## src/rtl/branch_resolve_unit.sv

```systemverilog
// Multi-cycle branch resolver: drives a subtract to the shared ALU and turns its zero flag into taken/pc_next.
// Optional BRANCH_STAT_EN adds saturating taken/not-taken statistics counters.
module branch_resolve_unit (
    input  logic        clk,
    input  logic        rst_n,
    input  logic        start,
    input  logic [1:0]  op,
    input  logic [31:0] pc,
    input  logic [15:0] imm,
    input  logic [31:0] rs_val,
    input  logic [31:0] rt_val,
    output logic        alu_req,
    output logic [31:0] alu_a,
    output logic [31:0] alu_b,
    input  logic        alu_zero,
    output logic        busy,
    output logic        done,
    output logic        taken,
    output logic [31:0] pc_next,
`ifdef BRANCH_STAT_EN
    output logic [15:0] taken_cnt,
    output logic [15:0] not_taken_cnt,
`endif
    output logic        err
);

    typedef enum logic [1:0] {
        S_IDLE  = 2'b00,
        S_ISSUE = 2'b01,
        S_DONE  = 2'b10
    } state_t;

    localparam logic [1:0] OP_BEQ  = 2'b00;
    localparam logic [1:0] OP_BNE  = 2'b01;
    localparam logic [1:0] OP_BEQZ = 2'b10;

    state_t      r_state;
    logic [1:0]  r_op;
    logic [1:0]  r_res_op;
    logic [31:0] r_pc;
    logic [15:0] r_imm;
    logic        r_flag;
    logic        r_busy;
    logic        r_done;
    logic        r_alu_req;
    logic [31:0] r_alu_a;
    logic [31:0] r_alu_b;
    logic [31:0] r_pc_next;

    logic        w_taken;
    logic [31:0] w_seq;
    logic [31:0] w_tgt;

    // Decision for the request currently in ISSUE, straight from the ALU flag.
    always_comb begin
        w_taken = 1'b0;
        unique case (r_op)
            OP_BEQ:  w_taken = alu_zero;
            OP_BNE:  w_taken = ~alu_zero;
            OP_BEQZ: w_taken = alu_zero;
            default: w_taken = 1'b0;
        endcase
    end

    assign w_seq = r_pc + 32'd4;
    assign w_tgt = w_seq + {{14{r_imm[15]}}, r_imm, 2'b00};

    always_ff @(posedge clk or negedge rst_n) begin
        if (!rst_n) begin
            r_state   <= S_IDLE;
            r_op      <= 2'b00;
            r_res_op  <= 2'b00;
            r_pc      <= 32'h0;
            r_imm     <= 16'h0;
            r_flag    <= 1'b0;
            r_busy    <= 1'b0;
            r_done    <= 1'b0;
            r_alu_req <= 1'b0;
            r_alu_a   <= 32'h0;
            r_alu_b   <= 32'h0;
            r_pc_next <= 32'h0;
        end else begin
            unique case (r_state)
                S_IDLE: begin
                    r_done <= 1'b0;
                    if (start) begin
                        r_state   <= S_ISSUE;
                        r_op      <= op;
                        r_pc      <= pc;
                        r_imm     <= imm;
                        r_busy    <= 1'b1;
                        r_alu_req <= 1'b1;
                        r_alu_a   <= rs_val;
                        r_alu_b   <= (op == OP_BEQZ) ? 32'h0 : rt_val;
                    end
                end
                S_ISSUE: begin
                    r_state   <= S_DONE;
                    r_flag    <= alu_zero;
                    r_res_op  <= r_op;
                    r_pc_next <= w_taken ? w_tgt : w_seq;
                    r_done    <= 1'b1;
                    r_alu_req <= 1'b0;
                    r_alu_a   <= 32'h0;
                    r_alu_b   <= 32'h0;
                end
                S_DONE: begin
                    r_state <= S_IDLE;
                    r_done  <= 1'b0;
                    r_busy  <= 1'b0;
                end
                default: begin
                    r_state   <= S_IDLE;
                    r_done    <= 1'b0;
                    r_busy    <= 1'b0;
                    r_alu_req <= 1'b0;
                    r_alu_a   <= 32'h0;
                    r_alu_b   <= 32'h0;
                end
            endcase
        end
    end

`ifdef BRANCH_STAT_EN
    logic [15:0] r_taken_cnt;
    logic [15:0] r_not_taken_cnt;

    // Counts land on the edge entering DONE; reserved ops fall into not-taken.
    always_ff @(posedge clk or negedge rst_n) begin
        if (!rst_n) begin
            r_taken_cnt     <= 16'h0;
            r_not_taken_cnt <= 16'h0;
        end else if (r_state == S_ISSUE) begin
            if (w_taken) begin
                if (r_taken_cnt != 16'hFFFF)
                    r_taken_cnt <= r_taken_cnt + 16'd1;
            end else begin
                if (r_not_taken_cnt != 16'hFFFF)
                    r_not_taken_cnt <= r_not_taken_cnt + 16'd1;
            end
        end
    end

    assign taken_cnt     = r_taken_cnt;
    assign not_taken_cnt = r_not_taken_cnt;
`endif

    assign alu_req = r_alu_req;
    assign alu_a   = r_alu_a;
    assign alu_b   = r_alu_b;
    assign busy    = r_busy;
    assign done    = r_done;
    assign pc_next = r_pc_next;
    assign err     = (r_res_op == 2'b11);
    assign taken   = (r_res_op == OP_BNE) ? ~r_flag :
                     (r_res_op == 2'b11)  ? 1'b0    : r_flag;

endmodule
```

## config.mk

```make
export PLATFORM = sky130hd
export DESIGN_NAME = branch_resolve_unit
export DESIGN_NICKNAME = d
export VERILOG_FILES = /design/src/rtl/branch_resolve_unit.sv
export SDC_FILE = /design/constraint.sdc
export NUM_CORES = 1
export LEC_CHECK = 0
export CAP_MARGIN = 20
export CELL_PAD_IN_SITES_DETAIL_PLACEMENT = 0
export CELL_PAD_IN_SITES_GLOBAL_PLACEMENT = 1
export CORE_UTILIZATION = 40
export CTS_CLUSTER_DIAMETER = 50
export DETAILED_ROUTE_END_ITERATION = 10
export PLACE_DENSITY_LB_ADDON = 0.1
export SYNTH_ARGS = -nofsm -noshare
export SYNTH_HDL_FRONTEND = slang
export SYNTH_SLANG_ARGS = --single-unit
```

## constraint.sdc

```tcl
create_clock -name clk -period 9.47 [get_ports clk]
set_clock_uncertainty 0.15 [all_clocks]
set_input_delay 1.4205 -clock clk [delete_from_list [all_inputs] [get_ports clk]]
set_output_delay 1.4205 -clock clk [all_outputs]
set_load 0.005 [all_outputs]
```

# Yosys cells after proc, flatten, opt, wreduce, memory -nomap -nowiden
# Cells that the tools add are included.
word_totals:
  ff_bits: 154
  inputBits: 118
classes:
  n_eq_ne: 8
  muxes: 15
  reduce_logical: 6
  add_sub_neg: 2
  bitwise_logic: 4
op_table:
  columns: ["operator", "count"]
  rows:
  - ["$mux 32", 4]
  - ["$pmux 32 s2", 2]
  - ["$add 32x3->32 const B", 1]
  - ["$add 32x32->32", 1]
  - ["$eq 2x2->1 const B", 4]
  - ["$eq 2x1->1 const B", 3]
  - ["$pmux 1 s2", 3]
  - ["$reduce_and 2->1", 3]
  - ["$logic_not 2->1", 2]
  - ["$mux 1", 4]
  - ["$not 1->1", 4]
  - ["$pmux 2 s2", 1]
  - ["$mux 2", 1]
  - ["$ne 2x2->1 const B", 1]
  - ["$reduce_or 2->1", 1]

# Longest topological paths before layout
# Gate-level depths: netlist of the first run.
logic_depth:
  word_depth: 4
  depth_mapped: 20
  ltp_nobuf: 19

# Worst setup path before layout of the first run
# No wires, ideal clock.
synth_timing:
  path_type: "register to register"
  startpoint: "reg r_pc[8]"
  endpoint: "reg r_pc_next[31], in the netlist pc_next[31]"
  setup_ns: 0.092
  n_path_buf: 1
  t_required_ns: 9.228
  period_less_slack_ns: 3.833
  arrival_time_ns: 3.591
  slack_ns: 5.637
  stages_incl_launch_ff: 21
  cell_sequence: "dfrtp_1 and3_1 and3_4 nand3_4 nor2_4 nand4_4 nor2_1 nand4_1 xnor2_1 ha_1 clkbuf_1 a21oi_1 o21ai_1 or3_1 o21ai_0 a211oi_1 a211oi_1 a21oi_1 xor2_1 and3_1 o31ai_2"
synth_via:
  elab_chain_len: 3
synth_rtl:
  columns: ["item", "line", "text"]
  rows:
  - ["from (decl)", "40", "logic [31:0] r_pc;"]
  - ["from (signal assigned)", "89", "r_pc <= pc;"]
  - ["$add 32x3->32 *", "65", "assign w_seq = r_pc + 32'd4;"]
  - ["$add 32x32->32", "66", "assign w_tgt = w_seq + {{14{r_imm[15]}}, r_imm, 2'b00};"]
  - ["$mux 32 *", "101", "r_pc_next <= w_taken ? w_tgt : w_seq;"]
  - ["to (signal assigned)", "101", null]
  - ["to (decl)", "48", "logic [31:0] r_pc_next;"]
# Every way passes the cells marked *; elsewhere a longest branch is shown, timed or not.
# A chain may end at the register's enable or synchronous reset.

# Worst setup path in the final report of the first run
# Ends and elaborated chain as after synthesis.

==> impl_results.md, run 1 <==
- Run status: finished, final reports clean
- Worst slew pin tran: ~1.0 ns
- Critical path endpoint category: flip-flop
- Synthesis-to-finish area growth: 38.35%
- Final routed DRC violation total: 0
- CTS Root Buffer Type: clkbuf_16
- Clock slew seen by the registers of the worst setup and hold paths: around 0.07 ns
- P per Cell Area: roughly 260 nW/um2
- Via count of the first global-routing pass: around 6,700
- Share of the clock period used by the worst path: 0.4656
- Post-cts hold buffer count: 0
- Top library cells by usage in the layout, fill and taps aside: 217 x clkdlybuf4s50_1, 154 x dfrtp_1, 78 x nand2_1, 64 x a22o_1, 47 x mux2_2
- Number of buffers inserted to repair setup after CTS: 0
- Total Routed Length: roughly 23 mm
- Wire length of the first global-routing pass: between 30 and 40 mm
- DPL Wire Length: around 16 mm
- Hold WS: 0.3276 ns
- Post-synthesis async set-or-reset flop share: 1.000
- Post-layout minimum cycle time: around 4.4 ns
- Most common library cell in the layout ignoring fill and taps: clkdlybuf4s50_1
- Ant. Diodes: 0
- Deepest level of the CTS H-tree: 4
- Number of antenna violations at the first check in global routing: 0
- CTS tree: done
- Clock sinks: roughly 150
- Number of endpoints failing setup at the final stage: 0
- Area of the die: about 20,000 um2
- Number of synthesized register bits: 154
- Number of buffers on the longest clock path: 2
- Static leakage: 4.634 nW
- DRT Pass-1 Iters: 5
- Post-synthesis cell type count: 59
- Highest ir drop seen on vdd: ~0.11 mV
- Required time at the endpoint of the critical path: about 9.7 ns
- Pin count of the biggest net entering global routing: slightly below 90
- Overall track demand over capacity in global routing: 0.2305
- Unrepaired setup endpoints after global routing: no
- Aggregate negative setup slack: 0 ns
- Worst relative slew slack: 0.3025
- Routed wire per std cell: around 18 um
- Weighted congestion reported at the end of routability-driven placement: 0.8775
- Warnings from Yosys: 0
- Horizontal die dimension: 142.5 um
- Clock buffers created by TritonCTS: 17
- Crit Path Category: flip-flop to flip-flop
- Seq/Total Area, Yosys: 0.4881
- Rows: 51
- Clock insertion delay at the later pin of the skew report: 0.43 ns
- Number of maximum-capacitance violations: 0
- Area of the core: about 19,000 um2
- Dominant register cell in the synthesized netlist: dfrtp_1
- Final Hold Viols: 0
- Worst min-delay path class: flip-flop to flip-flop
- Number of gates resized after cts: 0
- Number of fill cells: 1,714
- Area share of the largest cell type after synthesis: 0.4881
- Remaining antenna violation count: 0
- Final Power: between 2 and 3 mW
- Chip Height: 142.5 um
- Routed vias: 6,483
- Port buffer count: roughly 220
- Sum of overflow across all layers after global routing: 0
- Leading post-synthesis cells by cell area: dfrtp_1 49%, a22o_1 7.1%, mux2_2 6.7%, ha_1 5.9%, xnor2_1 4.2%
- Number of DRC markers in iteration 0: between 300 and 400
- Post-DR vias/cell: about 5.3
- Max Clk Rate: ~230 MHz
- Number of placed I/O pins: approximately 220
- Net count after synthesis: approximately 900
- Effective utilization at floorplan: 0.4070
- Total Nets Final: 1,104
- Number of instances in the synthesized netlist: between 700 and 800
- Per-instance average area after synthesis: around 11 um2
- Number of pins exceeding their max-slew limit in the final report: 0
- Cell area after synthesis: a little under 8000 um2
- Cell type contributing the most total cell area after synthesis: dfrtp_1
- Fraction of layout cells with a size suffix above 1: 0.1051
- Launching element type of the critical path: flip-flop
- Number of synthesized flops with an enable pin: 0
- Maximum fanout encountered on the critical timing path: 5
- Worst path arrival time: 4.59 ns
[power breakdown]
group / internal, mW / total, mW / switching, mW
clock: 0.351 / 0.651 / 0.300
combinational: 0.638 / 1.24 / 0.604
sequential: 0.826 / 0.964 / 0.138
total: 1.81 / 2.86 / 1.04
[final cells by class]
type                       count  area (um2)  area share
sequential                   154        3854      0.3528
multi-input combinational    533        3867      0.3541
inverter                      17       63.81    0.005842
clock buffer                  20       446.7     0.04089
timing repair buffer         225        2256      0.2065
clock inverter                12       103.9    0.009507
tap                          265       331.6     0.03036
[final timing paths]
check / from / to / slack (ns) / depth (start not counted)
min in group asynchronous: rst_n / r_imm[7] / 0.83 / 1
max in group asynchronous: rst_n / r_imm[6] / 7.12 / 3
setup / recovery: r_pc[8] / pc_next[31] / 5.06 / 19
setup reg to reg: r_pc[8] / pc_next[31] / 5.06 / 19
hold / removal: r_pc[0] / pc_next[0] / 0.33 / 2
hold reg to reg: r_pc[0] / pc_next[0] / 0.33 / 2
[metal layers]
layer	vias up	global-route usage	wire, um
met5	-	0	0
met4	0	0.06169	271
met3	25	0.07167	1538
met2	213	0.3842	10880
met1	3143	0.2881	9878
li1	3102	-	-
[registers in the layout, summed over array words and instances (netlist names)]
register  flops
r_pc         32
pc_next      32
done          1
r_flag        1
busy          1
alu_b        32
r_res_op      2
r_imm        16
alu_req       1
r_state       2
r_op          2
alu_a        32
[synthesized netlist by cell type (12+ instances only)]
cell type  count
o21ai_0       28
inv_1         16
mux2_2        47
dfrtp_1      154
nand3_1       15
clkbuf_1      32
xor2_1        12
xnor2_1       38
a31oi_1       17
ha_1          37
nor2_1        47
nand2_1       78
a22o_1        64
a21oi_1       40
[per-stage QoR]
| step | area [um2] | setup slack, ns | util | cells |
|---|---|---|---|---|
| after detailed placement | 10340 | 5.122 | 0.5333 | 1193 |
| after CTS | 10900 | 5.074 | 0.5617 | 1225 |
| after global placement | 10340 | 5.202 | 0.5333 | 1193 |
| after global routing | 10920 | 4.624 | 0.5631 | 1226 |
| after floorplan | 7895 | 5.637 | - | 740 |
| final | 10920 | 5.061 | 0.5631 | 1226 |
[kinds of logic (layout without fill, tap and decap cells)]
kind of cell / Yosys count / in the layout / synth area share
and+or+nand+nor: 193 / 193 / 0.1185
buffers and inverters: 53 / 274 / 0.02599
AOI/OAI and AO/OA: 202 / 202 / 0.1791
muxes: 49 / 49 / 0.06957
adders and majority gates: 38 / 38 / 0.06117
DFF: 154 / 154 / 0.4881
xor gates and xnor gates: 51 / 51 / 0.05753
[critical path, stage by stage, from the launching register on]
cell	delay [ns]
dfrtp_1	0.42
and3_1	0.23
and3_4	0.22
nand3_4	0.10
nor2_4	0.15
nand4_4	0.13
nor2_1	0.35
nand3_1	0.15
xnor2_1	0.30
ha_1	0.33
nand2_1	0.08
o21ai_1	0.09
or3_1	0.35
o21ai_0	0.12
a211oi_1	0.12
a211oi_1	0.31
a21oi_1	0.13
xor2_1	0.16
and3_1	0.24
o31ai_2	0.18
No activity file was read; power rests on OpenSTA's default activity.
==> run 2, diff against run 1 <==
CORE_UTILIZATION = 37   (was 40)
clock period = 4.1 ns   (was 9.47 ns; I/O delays follow)
==> run 2 against run 1 <==
Compared with the run above: setup slack got worse by 4.9 ns; wire length rose by 2.6%; via count rose by 0.79%; power rose by 140%; sequential power rose by 130%; largest cell class unchanged; final cell count rose by 3.4%; count of clock-buffer cells in the layout fell by 2; global-route usage fell by 1.4 points; critical path type unchanged; clock power rose by 140%.
==> impl_results.md, run 2 (synthesized netlist as in run 1, its figures left out) <==
- Chip Height: 148.1 um
- Ant. Diodes: 0
- Number of antenna violations at the first check in global routing: 1
- Run status: finished, final reports clean
- Launching element type of the critical path: flip-flop
- Post-route core utilization: 0.5435
- Number of pins exceeding their max-slew limit in the final report: 0
- Critical path endpoint category: flip-flop
- Rows: 53
- Aggregate negative setup slack: 0 ns
- Worst relative slew slack: 0.3731
- Sequence of cells on the critical path: and3_4, and3_4, nand3_4, nor2_4, nand2_1, nor2_1, xor2_1, ha_1, a21oi_1, o21ai_0, a21oi_1, nor3b_4, a211oi_2, a211oi_2, a21oi_2, xor2_1, and3_1, o31ai_2
- Static leakage: between 4 and 5 nW
- CTS tree: done
- Final routed DRC violation total: 0
- Top library cells by usage in the layout, fill and taps aside: 217 x clkdlybuf4s50_1, 154 x dfrtp_1, 77 x nand2_1, 64 x a22o_1, 47 x mux2_2
- Area taken by multi-input logic gates: ~4100 um2
- Horizontal die dimension: 148.1 um
- Number of DRC markers in iteration 0: between 200 and 250
- Clock insertion delay at the later pin of the skew report: ~0.42 ns
- Number of standard cells in the final layout excluding fillers: about 1,300
- Total Nets Final: between 1,000 and 1,500
- Pin count of the biggest net entering global routing: between 100 and 150
- Worst path arrival time: approximately 4.1 ns
- Routed wire per std cell: 18.26 um
- Most common library cell in the layout ignoring fill and taps: clkdlybuf4s50_1
- Weighted congestion reported at the end of routability-driven placement: roughly 0.83
- Sequential cell area in the final layout: 3854 um2
- Number of fill cells: between 1,500 and 2,000
- Wire length of the first global-routing pass: 36.62 mm
- Port buffer count: approximately 220
- Worst slew pin tran: roughly 0.94 ns
- Highest ir drop seen on vdd: between 0.2 and 0.25 mV
- Number of endpoints failing setup at the final stage: 0
- Clock sinks: between 150 and 200
- Fraction of layout cells with a size suffix above 1: 0.1611
- Final Hold Viols: 0
- P per Cell Area: roughly 600 nW/um2
- CTS Root Buffer Type: clkbuf_16
- Synthesis-to-finish area growth: 44.26%
- Total Routed Length: between 20 and 25 mm
- Post-DR vias/cell: between 5 and 6
- Area of the core: roughly 21,000 um2
- Cell total after placement: 1,230
- Effective utilization at floorplan: 0.3768
- Crit path max-delay family: simple AND/OR/NAND/NOR gates
- Overall track demand over capacity in global routing: 0.2167
- Max Clk Rate: between 200 and 300 MHz
- Required time at the endpoint of the critical path: roughly 4.3 ns
- Clock slew seen by the registers of the worst setup and hold paths: ~0.070 ns
- Number of maximum-capacitance violations: 0
- Number of placed I/O pins: 219
- Sum of overflow across all layers after global routing: 0
- Slowest-stage cell, CP: dfrtp_1
- Area of the die: about 22,000 um2
- Share of the clock period used by the worst path: 0.9641
- Unrepaired setup endpoints after global routing: yes
- Maximum fanout encountered on the critical timing path: 7
- Routed vias: approximately 6,500
- Via count of the first global-routing pass: 6,870
- Peak per-stage delay on the critical path: 0.37 ns
- Critical path buffers and inverters: 0
- Post-layout minimum cycle time: 3.953 ns
- Worst min-delay path class: input pin to asynchronous set/reset pin
- DPL Wire Length: approximately 17 mm
- Number of buffers on the longest clock path: 2
- Clock buffers created by TritonCTS: 17
- Crit Path Category: flip-flop to flip-flop
- DRT Pass-1 Iters: 5
- Remaining antenna violation count: 0
- Deepest level of the CTS H-tree: 4
run 2: changes by cell type in the layout (fill, tap and decap cells not counted), sizes merged:
| cell | previous run | this run |
|---|---|---|
| buf | 8 | 40 |
| clkbuf | 20 | 18 |
| inv | 24 | 25 |
| clkinv | 2 | 3 |
run 2: final timing paths:
| kind | slack, ns | depth (start not counted) | endpoint | startpoint |
|---|---|---|---|---|
| min in group clk | 0.33 | 2 | pc_next[0] | r_pc[0] |
| setup / recovery | 0.15 | 18 | pc_next[31] | r_pc[10] |
| hold reg to reg | 0.33 | 2 | pc_next[0] | r_pc[0] |
| hold / removal | 0.10 | 1 | pc_next[8] | rst_n |
| max in group asynchronous | 2.68 | 2 | alu_b[31] | rst_n |
| setup reg to reg | 0.15 | 18 | pc_next[31] | r_pc[10] |
run 2: repair_timing:
item,CTS,global route
hold buffers,0,0
cloned,0,0
setup endpoints to repair,2,7
resized for setup,2,33
pin swaps,0,14
buffers inserted,0,6
run 2: stage by stage:
step	total power [mW]	hold WS (ns)	area (um2)	setup slack, ns
6_report	6.884	0.1023	11390	0.1473
5_1_grt	7.367	0.1962	11390	-0.07531
4_1_cts	6.798	0.1720	11150	0.001450
3_5_place_dp	5.199	0.3162	10560	-0.07525
3_3_place_gp	5.176	0.3004	10560	0.04337
2_1_floorplan	3.933	0.1694	7895	0.2668
run 2: area by class of cell:
| cell class | count | share of cell area |
|---|---|---|
| Timing Repair Buffer | 257 | 0.2188 |
| Clock inverter | 14 | 0.01307 |
| Inverter | 17 | 0.005603 |
| Sequential cell | 154 | 0.3383 |
| Multi-Input combinational cell | 533 | 0.3563 |
| Clock buffer | 18 | 0.03768 |
| Tap cell | 275 | 0.03021 |
run 2: worst reg2reg max path: stages, from the launching register on:
cell	delay, ns
dfrtp_1	0.37
and3_4	0.19
and3_4	0.21
nand3_4	0.10
nor2_4	0.16
nand2_1	0.07
nor2_1	0.14
xor2_1	0.30
ha_1	0.37
a21oi_1	0.18
o21ai_0	0.09
a21oi_1	0.22
nor3b_4	0.28
a211oi_2	0.11
a211oi_2	0.25
a21oi_2	0.10
xor2_1	0.18
and3_1	0.19
o31ai_2	0.22
run 2: routing by layer:
| layer | vias up | part of all wire | GRT usage |
|---|---|---|---|
| li1 | 3156 | - | - |
| met1 | 3163 | 0.43 | 0.2744 |
| met2 | 195 | 0.48 | 0.3582 |
| met3 | 18 | 0.070 | 0.06902 |
| met4 | 2 | 0.010 | 0.05361 |
| met5 | - | 0.00056 | 0 |
run 2: power by group:
group | switching, mW | leakage (nW) | internal [mW] | total [mW]
Clock | 0.724 | 0.275 | 0.815 | 1.54
Sequential | 0.314 | 1.89 | 1.91 | 2.22
Combinational | 1.49 | 2.71 | 1.63 | 3.12
Total | 2.53 | 4.88 | 4.36 | 6.88
==> run 3, diff against run 2 <==
TNS_END_PERCENT = 50   (was unset)
==> results of run 3 <==
The final DEF is identical to that of run 2; final timing and power are the same.
